[config.mk]
export PLATFORM = sky130hd
export DESIGN_NAME = mem_stage_flat
export DESIGN_NICKNAME = d
export VERILOG_FILES = /design/src/rtl/rv32_pkg.sv /design/src/rtl/mem_stage_if.sv /design/src/rtl/mem_align.sv /design/src/rtl/mem_stage.sv /design/src/flat_wrapper.sv
export SDC_FILE = /design/constraint.sdc
export NUM_CORES = 1
export LEC_CHECK = 0
export CAP_MARGIN = 10
export CORE_ASPECT_RATIO = 0.6
export CORE_MARGIN = 3
export CORE_UTILIZATION = 48
export DETAILED_ROUTE_END_ITERATION = 6
export PLACE_DENSITY = 0.79
export SLEW_MARGIN = 20
export SYNTH_ARGS = -nofsm -noshare
export SYNTH_HDL_FRONTEND = slang
export SYNTH_HIERARCHICAL = 1
export SYNTH_SLANG_ARGS = --single-unit
[constraint.sdc]
create_clock -name clk -period 3.73 [get_ports clk]
set_input_delay 0.746 -clock clk [delete_from_list [all_inputs] [get_ports clk]]
set_output_delay 0.746 -clock clk [all_outputs]
set_load 0.01 [all_outputs]
[src/rtl/rv32_pkg.sv]
// Shared RV32I encodings and memory-stage types used by mem_stage and mem_align.
package rv32_pkg;

    localparam logic [6:0] LOAD_OP   = 7'b0000011;
    localparam logic [6:0] STORE_OP  = 7'b0100011;
    localparam logic [6:0] OP_OP     = 7'b0110011;
    localparam logic [6:0] OP_IMM_OP = 7'b0010011;

    localparam logic [2:0] LB  = 3'b000;
    localparam logic [2:0] LH  = 3'b001;
    localparam logic [2:0] LW  = 3'b010;
    localparam logic [2:0] LBU = 3'b100;
    localparam logic [2:0] LHU = 3'b101;
    localparam logic [2:0] SB  = 3'b000;
    localparam logic [2:0] SH  = 3'b001;
    localparam logic [2:0] SW  = 3'b010;

    typedef enum logic {
        IDLE,
        ACCESS
    } mem_state_e;

    // Everything about an in-flight access that the writeback register needs later.
    typedef struct packed {
        logic [31:0] pc;
        logic [31:0] iw;
        logic [31:0] alu;
        logic [4:0]  wbReg;
        logic        wbEn;
        logic        isLoad;
    } mem_req_t;

    function automatic logic isLoadF3(input logic [2:0] f3);
        return (f3 == LB) || (f3 == LH) || (f3 == LW) || (f3 == LBU) || (f3 == LHU);
    endfunction

    function automatic logic isStoreF3(input logic [2:0] f3);
        return (f3 == SB) || (f3 == SH) || (f3 == SW);
    endfunction

endpackage

[src/rtl/mem_stage_if.sv]
// Data-memory req/ack port between the memory stage (master) and memory (slave).
interface mem_stage_if;
    logic        d_req;
    logic        d_we;
    logic [31:0] d_addr;
    logic [3:0]  d_be;
    logic [31:0] d_wdata;
    logic        d_ack;
    logic [31:0] d_rdata;

    modport master (
        output d_req, d_we, d_addr, d_be, d_wdata,
        input  d_ack, d_rdata
    );

    modport slave (
        input  d_req, d_we, d_addr, d_be, d_wdata,
        output d_ack, d_rdata
    );
endinterface

[src/rtl/mem_align.sv]
// Combinational lane logic: byte enables, store-data replication, load extraction/extension.
module mem_align
    import rv32_pkg::*;
(
    input  logic [2:0]  funct3_i,
    input  logic [1:0]  addr_lo_i,
    input  logic [31:0] store_data_i,
    input  logic [31:0] rdata_i,
    output logic [3:0]  be_o,
    output logic [31:0] wdata_o,
    output logic [31:0] load_data_o
);

    logic [1:0]  lane;
    logic [15:0] shifted;

    always_comb begin
        lane        = 2'b00;
        be_o        = 4'b1111;
        wdata_o     = store_data_i;
        load_data_o = rdata_i;

        // Low address bits below the access size are dropped, giving natural alignment.
        case (funct3_i[1:0])
            2'b00: begin
                lane    = addr_lo_i;
                be_o    = 4'b0001 << lane;
                wdata_o = {4{store_data_i[7:0]}};
            end
            2'b01: begin
                lane    = {addr_lo_i[1], 1'b0};
                be_o    = addr_lo_i[1] ? 4'b1100 : 4'b0011;
                wdata_o = {2{store_data_i[15:0]}};
            end
            default: begin
                lane    = 2'b00;
                be_o    = 4'b1111;
                wdata_o = store_data_i;
            end
        endcase

        shifted = 16'(rdata_i >> {lane, 3'b000});

        case (funct3_i)
            LB:      load_data_o = {{24{shifted[7]}}, shifted[7:0]};
            LH:      load_data_o = {{16{shifted[15]}}, shifted[15:0]};
            LBU:     load_data_o = {24'h000000, shifted[7:0]};
            LHU:     load_data_o = {16'h0000, shifted[15:0]};
            default: load_data_o = rdata_i;
        endcase
    end

endmodule

[src/rtl/mem_stage.sv]
// RV32I memory stage: req/ack loads/stores, writeback register and MEM forwarding tuple.
// Optional macro MEM_MISALIGN_TRAP_EN traps misaligned halfword/word accesses instead of truncating.
module mem_stage
    import rv32_pkg::*;
#(
    parameter int ACK_TIMEOUT = 255
) (
    input  logic        clk,
    input  logic        reset,
    input  logic        valid_in,
    input  logic [31:0] pc_in,
    input  logic [31:0] iw_in,
    input  logic [31:0] alu_in,
    input  logic [31:0] rs2_data_in,
    input  logic        w_en_in,
    input  logic [4:0]  wb_reg_in,
    input  logic        wb_en_in,
    output logic        stall_out,
    mem_stage_if.master dmem,
    output logic        valid_out,
    output logic [31:0] pc_out,
    output logic [31:0] iw_out,
    output logic [31:0] wb_data_out,
    output logic [4:0]  wb_reg_out,
    output logic        wb_en_out,
    output logic        bus_err_out,
    output logic        df_mem_enable,
    output logic [4:0]  df_mem_reg,
    output logic [31:0] df_mem_data
);

    localparam logic [7:0] TIMEOUT_LAST = 8'(ACK_TIMEOUT - 1);

    mem_state_e  state_q, state_d;
    logic        req_q, req_d;
    logic        we_q, we_d;
    logic [31:0] addr_q, addr_d;
    logic [3:0]  be_q, be_d;
    logic [31:0] wdata_q, wdata_d;
    logic [7:0]  cnt_q, cnt_d;
    mem_req_t    cap_q, cap_d;
    logic        valid_q, valid_d;
    logic [31:0] pc_q, pc_d;
    logic [31:0] iw_q, iw_d;
    logic [31:0] wbData_q, wbData_d;
    logic [4:0]  wbReg_q, wbReg_d;
    logic        wbEn_q, wbEn_d;
    logic        err_q, err_d;

    logic [6:0]  opcode;
    logic [2:0]  funct3;
    logic        isLoad, isStore, memOpcode, memOp, trap;
    logic [2:0]  alignF3;
    logic [1:0]  alignLo;
    logic [3:0]  alignBe;
    logic [31:0] alignWdata, loadData;

    assign opcode    = iw_in[6:0];
    assign funct3    = iw_in[14:12];
    assign isLoad    = (opcode == LOAD_OP) && isLoadF3(funct3);
    assign isStore   = (opcode == STORE_OP) && w_en_in && isStoreF3(funct3);
    assign memOpcode = (opcode == LOAD_OP) || (opcode == STORE_OP);
    assign memOp     = isLoad || isStore;

`ifdef MEM_MISALIGN_TRAP_EN
    assign trap = memOp && (((funct3[1:0] == 2'b01) && alu_in[0]) ||
                            ((funct3[1:0] == 2'b10) && (alu_in[1:0] != 2'b00)));
`else
    assign trap = 1'b0;
`endif

    // One aligner serves both the request capture (IDLE) and the load return (ACCESS).
    assign alignF3 = (state_q == ACCESS) ? cap_q.iw[14:12] : funct3;
    assign alignLo = (state_q == ACCESS) ? cap_q.alu[1:0]  : alu_in[1:0];

    mem_align u_align (
        .funct3_i     (alignF3),
        .addr_lo_i    (alignLo),
        .store_data_i (rs2_data_in),
        .rdata_i      (dmem.d_rdata),
        .be_o         (alignBe),
        .wdata_o      (alignWdata),
        .load_data_o  (loadData)
    );

    always_comb begin
        state_d   = state_q;
        req_d     = req_q;
        we_d      = we_q;
        addr_d    = addr_q;
        be_d      = be_q;
        wdata_d   = wdata_q;
        cnt_d     = cnt_q;
        cap_d     = cap_q;
        valid_d   = valid_q;
        pc_d      = pc_q;
        iw_d      = iw_q;
        wbData_d  = wbData_q;
        wbReg_d   = wbReg_q;
        wbEn_d    = wbEn_q;
        err_d     = 1'b0;
        stall_out = 1'b0;

        case (state_q)
            IDLE: begin
                valid_d = 1'b0;
                if (valid_in) begin
                    if (trap) begin
                        valid_d  = 1'b1;
                        pc_d     = pc_in;
                        iw_d     = iw_in;
                        wbData_d = alu_in;
                        wbReg_d  = wb_reg_in;
                        wbEn_d   = 1'b0;
                        err_d    = 1'b1;
                    end else if (memOp) begin
                        stall_out = 1'b1;
                        state_d   = ACCESS;
                        req_d     = 1'b1;
                        we_d      = isStore;
                        addr_d    = {alu_in[31:2], 2'b00};
                        be_d      = alignBe;
                        wdata_d   = alignWdata;
                        cnt_d     = 8'd0;
                        cap_d     = '{pc: pc_in, iw: iw_in, alu: alu_in, wbReg: wb_reg_in,
                                      wbEn: wb_en_in, isLoad: isLoad};
                    end else begin
                        valid_d  = 1'b1;
                        pc_d     = pc_in;
                        iw_d     = iw_in;
                        wbData_d = alu_in;
                        wbReg_d  = wb_reg_in;
                        wbEn_d   = wb_en_in && !memOpcode;
                    end
                end
            end
            ACCESS: begin
                stall_out = 1'b1;
                valid_d   = 1'b0;
                // An ack arriving on the expiry cycle still completes the access normally.
                if (dmem.d_ack || (cnt_q == TIMEOUT_LAST)) begin
                    state_d  = IDLE;
                    req_d    = 1'b0;
                    we_d     = 1'b0;
                    valid_d  = 1'b1;
                    pc_d     = cap_q.pc;
                    iw_d     = cap_q.iw;
                    wbReg_d  = cap_q.wbReg;
                    wbData_d = (dmem.d_ack && cap_q.isLoad) ? loadData : cap_q.alu;
                    wbEn_d   = dmem.d_ack && cap_q.isLoad && cap_q.wbEn;
                    err_d    = !dmem.d_ack;
                end else begin
                    cnt_d = cnt_q + 8'd1;
                end
            end
            default: state_d = IDLE;
        endcase
    end

    always_ff @(posedge clk) begin
        if (reset) begin
            state_q  <= IDLE;
            req_q    <= 1'b0;
            we_q     <= 1'b0;
            addr_q   <= '0;
            be_q     <= '0;
            wdata_q  <= '0;
            cnt_q    <= '0;
            cap_q    <= '0;
            valid_q  <= 1'b0;
            pc_q     <= '0;
            iw_q     <= '0;
            wbData_q <= '0;
            wbReg_q  <= '0;
            wbEn_q   <= 1'b0;
            err_q    <= 1'b0;
        end else begin
            state_q  <= state_d;
            req_q    <= req_d;
            we_q     <= we_d;
            addr_q   <= addr_d;
            be_q     <= be_d;
            wdata_q  <= wdata_d;
            cnt_q    <= cnt_d;
            cap_q    <= cap_d;
            valid_q  <= valid_d;
            pc_q     <= pc_d;
            iw_q     <= iw_d;
            wbData_q <= wbData_d;
            wbReg_q  <= wbReg_d;
            wbEn_q   <= wbEn_d;
            err_q    <= err_d;
        end
    end

    assign dmem.d_req    = req_q;
    assign dmem.d_we     = we_q;
    assign dmem.d_addr   = addr_q;
    assign dmem.d_be     = be_q;
    assign dmem.d_wdata  = wdata_q;

    assign valid_out     = valid_q;
    assign pc_out        = pc_q;
    assign iw_out        = iw_q;
    assign wb_data_out   = wbData_q;
    assign wb_reg_out    = wbReg_q;
    assign wb_en_out     = wbEn_q;
    assign bus_err_out   = err_q;

    assign df_mem_enable = valid_q && wbEn_q && (wbReg_q != 5'd0);
    assign df_mem_reg    = wbReg_q;
    assign df_mem_data   = wbData_q;

endmodule

[src/flat_wrapper.sv]
// flat-port wrapper written by rule: the top's interface ports become plain ports
module mem_stage_flat import rv32_pkg::*;
#(
    parameter int ACK_TIMEOUT = 255
)
  (clk, reset, valid_in, pc_in, iw_in, alu_in, rs2_data_in, w_en_in, wb_reg_in, wb_en_in, stall_out, valid_out, pc_out, iw_out, wb_data_out, wb_reg_out, wb_en_out, bus_err_out, df_mem_enable, df_mem_reg, df_mem_data, dmem_d_req, dmem_d_we, dmem_d_addr, dmem_d_be, dmem_d_wdata, dmem_d_ack, dmem_d_rdata);
  mem_stage_if dmem_i ();
  input  logic clk;
  input  logic reset;
  input  logic valid_in;
  input  logic [31:0] pc_in;
  input  logic [31:0] iw_in;
  input  logic [31:0] alu_in;
  input  logic [31:0] rs2_data_in;
  input  logic w_en_in;
  input  logic [4:0] wb_reg_in;
  input  logic wb_en_in;
  output logic stall_out;
  output logic valid_out;
  output logic [31:0] pc_out;
  output logic [31:0] iw_out;
  output logic [31:0] wb_data_out;
  output logic [4:0] wb_reg_out;
  output logic wb_en_out;
  output logic bus_err_out;
  output logic df_mem_enable;
  output logic [4:0] df_mem_reg;
  output logic [31:0] df_mem_data;
  output wire logic [$bits(dmem_i.d_req)-1:0] dmem_d_req;
  output wire logic [$bits(dmem_i.d_we)-1:0] dmem_d_we;
  output wire logic [$bits(dmem_i.d_addr)-1:0] dmem_d_addr;
  output wire logic [$bits(dmem_i.d_be)-1:0] dmem_d_be;
  output wire logic [$bits(dmem_i.d_wdata)-1:0] dmem_d_wdata;
  input wire logic [$bits(dmem_i.d_ack)-1:0] dmem_d_ack;
  input wire logic [$bits(dmem_i.d_rdata)-1:0] dmem_d_rdata;
  assign dmem_d_req = dmem_i.d_req;
  assign dmem_d_we = dmem_i.d_we;
  assign dmem_d_addr = dmem_i.d_addr;
  assign dmem_d_be = dmem_i.d_be;
  assign dmem_d_wdata = dmem_i.d_wdata;
  assign dmem_i.d_ack = dmem_d_ack;
  assign dmem_i.d_rdata = dmem_d_rdata;
  mem_stage #(.ACK_TIMEOUT(ACK_TIMEOUT)) u_core (.clk(clk), .reset(reset), .valid_in(valid_in), .pc_in(pc_in), .iw_in(iw_in), .alu_in(alu_in), .rs2_data_in(rs2_data_in), .w_en_in(w_en_in), .wb_reg_in(wb_reg_in), .wb_en_in(wb_en_in), .stall_out(stall_out), .dmem(dmem_i), .valid_out(valid_out), .pc_out(pc_out), .iw_out(iw_out), .wb_data_out(wb_data_out), .wb_reg_out(wb_reg_out), .wb_en_out(wb_en_out), .bus_err_out(bus_err_out), .df_mem_enable(df_mem_enable), .df_mem_reg(df_mem_reg), .df_mem_data(df_mem_data));
endmodule
==> results.md, run 1 <==
- Post-Syn Area per Cell: 8.54 um^2
- Setup violators final: 0
- Run status: finished, violations left
- Worst path slowest cell: clkdlybuf4s50_1
- Cell variety after synth: 58
- DRC violations left: 1
- Async S/R FF share, synth: 0%
- CP Launch Type: primary input
- Setup Skew: 9.83 ps
- Number of synthesized register bits: 254
- Starting Density: 49.6%
- ANT nets after route: 0
- Register with the most flip-flops: u_core/cap_q
- Initial DRC count: 1095
- Synth Area in XOR/XNOR: 0%
- H-Tree Depth: 1
- Core ar.: 25700 um^2
- Post-route setup TNS: 0 ps
- Final worst-path cycle share: 91.0%
- Post-CTS Hold Buffers: 0
- Synth area leader: dfxtp_1
- Synth Area in Compound Gates: 21.3%
- CP top delay family: buffers and inverters
- Synth Area in Adders: 0.197%
- Clock tree buffer depth: 3
- Power Density: 384 nW/um^2
- FP Rows: 45
- Pre-antenna DRT Iters: 7
- Total gr overflow: 0
- Slowest stage delay, CP: 630 ps
- WL final: 41000 um
- Die Footprint: 28600 um^2
- CTS clock-pin slew for the worst setup and hold paths: 60 ps
- Min Tclk post-route: 3400 ps
- Crit path DAT: 2650 ps
- Worst path required time: 2980 ps
- Synth Flop Type: dfxtp_1
- Ys Warns: 6
- Maximum vdd drop: 307 uV
- Largest net degree at the start of global routing: 212
- IO Pins: 384
- Hold Path Cell Cnt: 2
- Hold Crit Class: flop to flop
- Vias/cell: 5.63
- Nets: 1899
- Critical Path Sink Type: output pin
- Largest family of logic cells by synthesized area: compound AO/OA/AOI/OAI gates
- Vias: 11.8k
- Final Slew Violations: 0
- Initial antenna violation count: 4
- Final GP Congestion: 0.939
- Routed wire per std cell: 19.5 um
- Proportion of synthesized area in mux cells: 10.7%
- Yosys top cell area share: 39.9%
- Seq/Total Area, Yosys: 39.9%
- Share of layout cells above drive strength 1: 10.3%
- First-pass GRT wire length: 63300 um
- Worst reg2reg setup slack: 770 ps
- TritonCTS Sinks: 254
- Port bufs: 381
- Worst slew margin: 21.1%
- Number of global-route vias before repair: 11.4k
- Leakage power total: 5.74 nW
- Failing checks: DRC
- Die Height: 132 um
- MaxCap Viol Count: 0
- Post-Synth Simple-Gate Area: 17.7%
- Crit path depth: 5
- F_max: 0.295 GHz
- Total Routing Usage GR: 26.9%
- Synthesis-to-layout area growth: 33.9%
- Post-CTS setup buffers: 0
- Die width: 216 um
- Hold slack: 450 ps
- Max reg flops: 103
- CP cell instances: clkdlybuf4s50_1, and4bb_2, o2111ai_2, o21bai_1, clkdlybuf4s50_1
- Crit-path max FO: 4
- Cells after Synth: 1491
- RSZ-0062 raised after global routing: no
- Synth area leaders: dfxtp_1 (40%), nand2_1 (10%), mux2i_1 (9.1%), a221oi_2 (8.1%), a21oi_1 (5.5%)
- Clock Latency Late Sink: 540 ps
- Final Hold Viols: 0
- CP Buf/Inv Count: 2
- HPWL Detailed: 28500 um
- FF-to-FF path depth: 10
- Netlist Area Pre-Place: 12700 um^2
- Post-cts gate resize count: 0
- CTS tree: done
- Root Buffer: clkbuf_16
- CP Class: primary input to output pin
- Post-synth EDFFs: 0
- CP most frequent cell: clkdlybuf4s50_1
- Tightest Pin Transition: 1180 ps
- Cts bufs inserted: 26
[cell families (layout without fill, tap and decap cells)]
logic type	Yosys count	after routing
other	1	7
AOI/OAI and AO/OA	332	332
adders and majority gates	2	2
muxes	134	134
DFF	254	254
and+or+nand+nor	546	546
buffers and inverters	222	475
[synth_stat cells (2+ instances only)]
cell,number
nand2_1,348
o21bai_1,3
clkbuf_1,72
a21oi_1,141
ha_1,2
a311o_1,32
a31oi_1,2
buf_2,38
a222oi_1,3
mux2i_1,116
nand2b_1,6
o2111ai_1,2
nor2b_1,22
buf_6,12
a22oi_1,5
mux2_2,18
buf_4,82
buf_1,5
a22o_1,7
o21ai_0,37
nand4_1,2
a311oi_1,5
dfxtp_1,254
a21o_1,4
a221o_1,8
inv_1,12
nor2_1,113
and3_1,7
nand3_1,36
a221oi_2,69
[report_power, final]
part	total [mW]	switching, mW	internal [mW]
registers	2.85	0.0584	2.79
logic	0.957	0.444	0.512
clock network	2.74	1.13	1.62
total	6.55	1.63	4.92
[layout by cell type, fill, tap and decap left out, drive strengths merged, types with 8 or more instances in the layout]
master and n:
clkdlybuf4s50 380, nand2 348, dfxtp 254, a21oi 142, mux2i 116, nor2 114, a221oi 70, o21ai 38
nand3 36, buf 35, clkbuf 35, a311o 32, nor2b 22, mux2 18, inv 13, a221o 8
[worst min-delay path, stage by stage (launching register included)]
cell     delay, ps
dfxtp_1        310
nand2_1         50
a21oi_1         50
[area by class of cell]
class                   instances  area (um^2)
well taps                     352          440
clock inverters                12          154
multi-input cells            1016         6410
fillers                      2082         8620
repair buffers                415         4150
flip-flops and latches        254         5090
inverters                      13         48.8
diodes                          5         12.5
clock buffers                  35          746
[per-layer routing]
layer | share of wire (%) | vias to the layer above | global-route usage (%)
met5 | 0 | - | 0
met4 | 2.7 | 0 | 7.80
met3 | 9.2 | 70 | 7.67
met2 | 44 | 526 | 41.2
met1 | 44 | 5627 | 37.2
li1 | - | 5612 | -
[final timing paths]
path,start,to
min reg2reg,u_core/cap_q[84],u_core/cap_q[84]
min,u_core/cap_q[84],u_core/cap_q[84]
max,iw_in[3],stall_out
max reg2reg,u_core/state_q,u_core/df_mem_data[12]
[metrics by stage]
stage                     cell area (um^2)  std cells  power [mW]  util [%]  worst slack, ps
after detailed placement             16100       2050        3.86      62.9              296
after floorplan                      12700       1492        3.38         -              938
final                                17100       2102        6.55      66.4              335
after global routing                 17000       2101        6.77      66.4              271
after CTS                            17000       2097        6.60      66.4              346
after global placement               16100       2050        3.84      62.9              289
Power figures use the tool's default switching activity.
==> inputs of run 2 (changes only) <==
--- a/config.mk
+++ b/config.mk
@@ -10,7 +10,7 @@
 export CORE_MARGIN = 3
 export CORE_UTILIZATION = 48
 export DETAILED_ROUTE_END_ITERATION = 6
-export PLACE_DENSITY = 0.79
+export PLACE_DENSITY_LB_ADDON = 0.05
 export SLEW_MARGIN = 20
 export SYNTH_ARGS = -nofsm -noshare
 export SYNTH_HDL_FRONTEND = slang
==> run 2 against run 1 <==
The flow now finishes without violations. Sequential cell count stayed put. Register-to-register slack worse by 180 ps. Combinational power about the same. Die area stayed put. Highest routed layer is now met5. Setup slack improved by 110 ps. Critical endpoint unchanged. Largest power group unchanged. Design area shrank 0.51%.
==> results.md, run 2 (synthesis gave the netlist of run 1 again) <==
- Setup violators final: 0
- Most frequent cells in the layout: clkdlybuf4s50_1 (380), nand2_1 (347), dfxtp_1 (253), a21oi_1 (141), mux2i_1 (116)
- Register with the most flip-flops: u_core/cap_q
- DRC violations left: 0
- Critical R2R Capture: u_core/df_mem_data[2]
- MaxCap Viol Count: 0
- Slowest stage delay, CP: 600 ps
- Final GP Congestion: 0.983
- Leakage power total: 5.70 nW
- Gate power share: 15.3%
- Net Sw Frac: 25.3%
- Worst path slowest cell: clkdlybuf4s50_1
- Share of layout cells above drive strength 1: 10.1%
- Post-route setup TNS: 0 ps
- Final worst-path cycle share: 88.1%
- CTS clock-pin slew for the worst setup and hold paths: 60 ps
- Internal power: 4.66 mW
- Worst Hold Launch: u_core/cap_q[101]
- IO Pins: 384
- Post-cts gate resize count: 0
- Initial DRC count: 976
- Crit-path max FO: 4
- CP Class: primary input to output pin
- Synthesis-to-layout area growth: 33.2%
- F_max: 0.304 GHz
- TritonCTS Sinks: 254
- CP most frequent cell: clkdlybuf4s50_1
- Core ar.: 25700 um^2
- Worst reg2reg setup slack: 590 ps
- Run status: complete, no violations
- Post-CTS Hold Buffers: 0
- Worst path required time: 2980 ps
- WL final: 42000 um
- Critical Path Sink Type: output pin
- Max reg flops: 103
- Hold Path Cell Cnt: 2
- Setup Skew: 8.88 ps
- Clock power share: 39.0%
- ANT nets after route: 0
- CP cell instances: clkdlybuf4s50_1, o21ai_1, o2111ai_2, o21bai_1, clkdlybuf4s50_1
- CP Buf/Inv Count: 2
- Final Slew Violations: 0
- Clock Latency Late Sink: 520 ps
- Largest net degree at the start of global routing: 77
- Worst R2R Start: u_core/state_q
- Final Hold Viols: 0
- Initial antenna violation count: 3
- Switching pwr: 1.58 mW
- Fillers: 2165
- Crit path DAT: 2540 ps
- HPWL Detailed: 29100 um
- H-Tree Depth: 1
- Pre-antenna DRT Iters: 5
- Starting Density: 49.6%
- Fin cells: 2095
- Die Height: 132 um
- Power Density: 368 nW/um^2
- Die Footprint: 28600 um^2
- Vias: 11.8k
- Placed cells: 2051
- CP Launch Type: primary input
- Tightest Pin Transition: 971 ps
- Total gr overflow: 0
- Total Routing Usage GR: 27.8%
- Routed wire per std cell: 20.0 um
- Maximum vdd drop: 270 uV
- Nets: 1899
- Die width: 216 um
- Min Tclk post-route: 3290 ps
- Worst slew margin: 35.3%
- CP top delay family: buffers and inverters
- Clock tree buffer depth: 3
- FF-to-FF path depth: 9
- Number of global-route vias before repair: 11.4k
- Sequential group share of total power: 45.7%
- Commonest non-fill, non-tap cell in the layout: clkdlybuf4s50_1
- Min-Delay Endpoint: u_core/cap_q[101]
- Cts bufs inserted: 25
- Vias/cell: 5.64
- First-pass GRT wire length: 64900 um
- Post-CTS setup buffers: 0
- FP Rows: 45
- RSZ-0062 raised after global routing: no
- Hold Crit Class: flop to flop
- Root Buffer: clkbuf_16
- Port bufs: 381
- CTS tree: done
## run 2: worst max path at each step
stage,startpoint,slack [ps],end,cells past startpoint
after floorplan,u_core/state_q,940,u_core/df_mem_data[10],12
after global placement,iw_in[12],340,u_core/df_mem_data[2],10
after detailed placement,iw_in[12],290,u_core/df_mem_data[2],10
after CTS,iw_in[14],450,stall_out,5
after global routing,iw_in[14],410,stall_out,5
final,iw_in[14],440,stall_out,5
## run 2: power groups by stage
stage	Sequential (mW)	Clock (mW)	Combinational [mW]
finish	2.85	2.43	0.955
global route	2.86	2.58	1.02
CTS	2.85	2.49	0.953
detailed placement	2.91	0	0.948
global placement	2.91	0	0.940
floorplan	2.93	0	0.447
## run 2: per-stage QoR
step | power, mW | hold WS [ps] | area (um^2) | setup slack, ps | utilization [%]
global placement | 3.85 | 438 | 16200 | 342 | 63.1
detailed placement | 3.86 | 444 | 16200 | 292 | 63.1
floorplan | 3.38 | 432 | 12700 | 938 | -
global route | 6.45 | 466 | 17000 | 415 | 66.1
finish | 6.24 | 451 | 17000 | 443 | 66.1
CTS | 6.29 | 452 | 17000 | 445 | 66.0
## run 2: layout make-up
| class | count | area [um^2] | area share (%) |
|---|---|---|---|
| Antenna cell | 2 | 5.00 | 0.0295 |
| Timing Repair Buffer | 416 | 4190 | 24.7 |
| Tap cell | 352 | 440 | 2.60 |
| Inverter | 13 | 48.8 | 0.288 |
| Clock inverter | 9 | 73.8 | 0.435 |
| Sequential cell | 254 | 5090 | 30.0 |
| Multi-Input combinational cell | 1016 | 6430 | 37.9 |
| Clock buffer | 33 | 686 | 4.04 |
## run 2: metal layers
metal	routed length (um)	track usage, %	up-vias
li1	-	-	5595
met5	20	0	-
met2	18600	43.3	454
met4	852	5.94	2
met3	3720	8.18	55
met1	18800	38.4	5711
## run 2: worst register-to-register path: stages, from the launching register on
cell and delay, ps:
dfxtp_4 680, mux2i_1 380, inv_1 140, nand2b_1 310, nor2_2 470, mux2i_1 240, o21ai_0 300, nand3_1 120
a311o_1 330, mux2i_1 110
==> inputs of run 3 (changes only) <==
--- a/config.mk
+++ b/config.mk
@@ -5,6 +5,7 @@
 export SDC_FILE = /design/constraint.sdc
 export NUM_CORES = 1
 export LEC_CHECK = 0
+export ABC_CLOCK_PERIOD_IN_PS = 3730
 export CAP_MARGIN = 10
 export CORE_ASPECT_RATIO = 0.6
 export CORE_MARGIN = 3
==> results of run 3 <==
The final DEF is identical to that of run 2; final timing and power are the same.
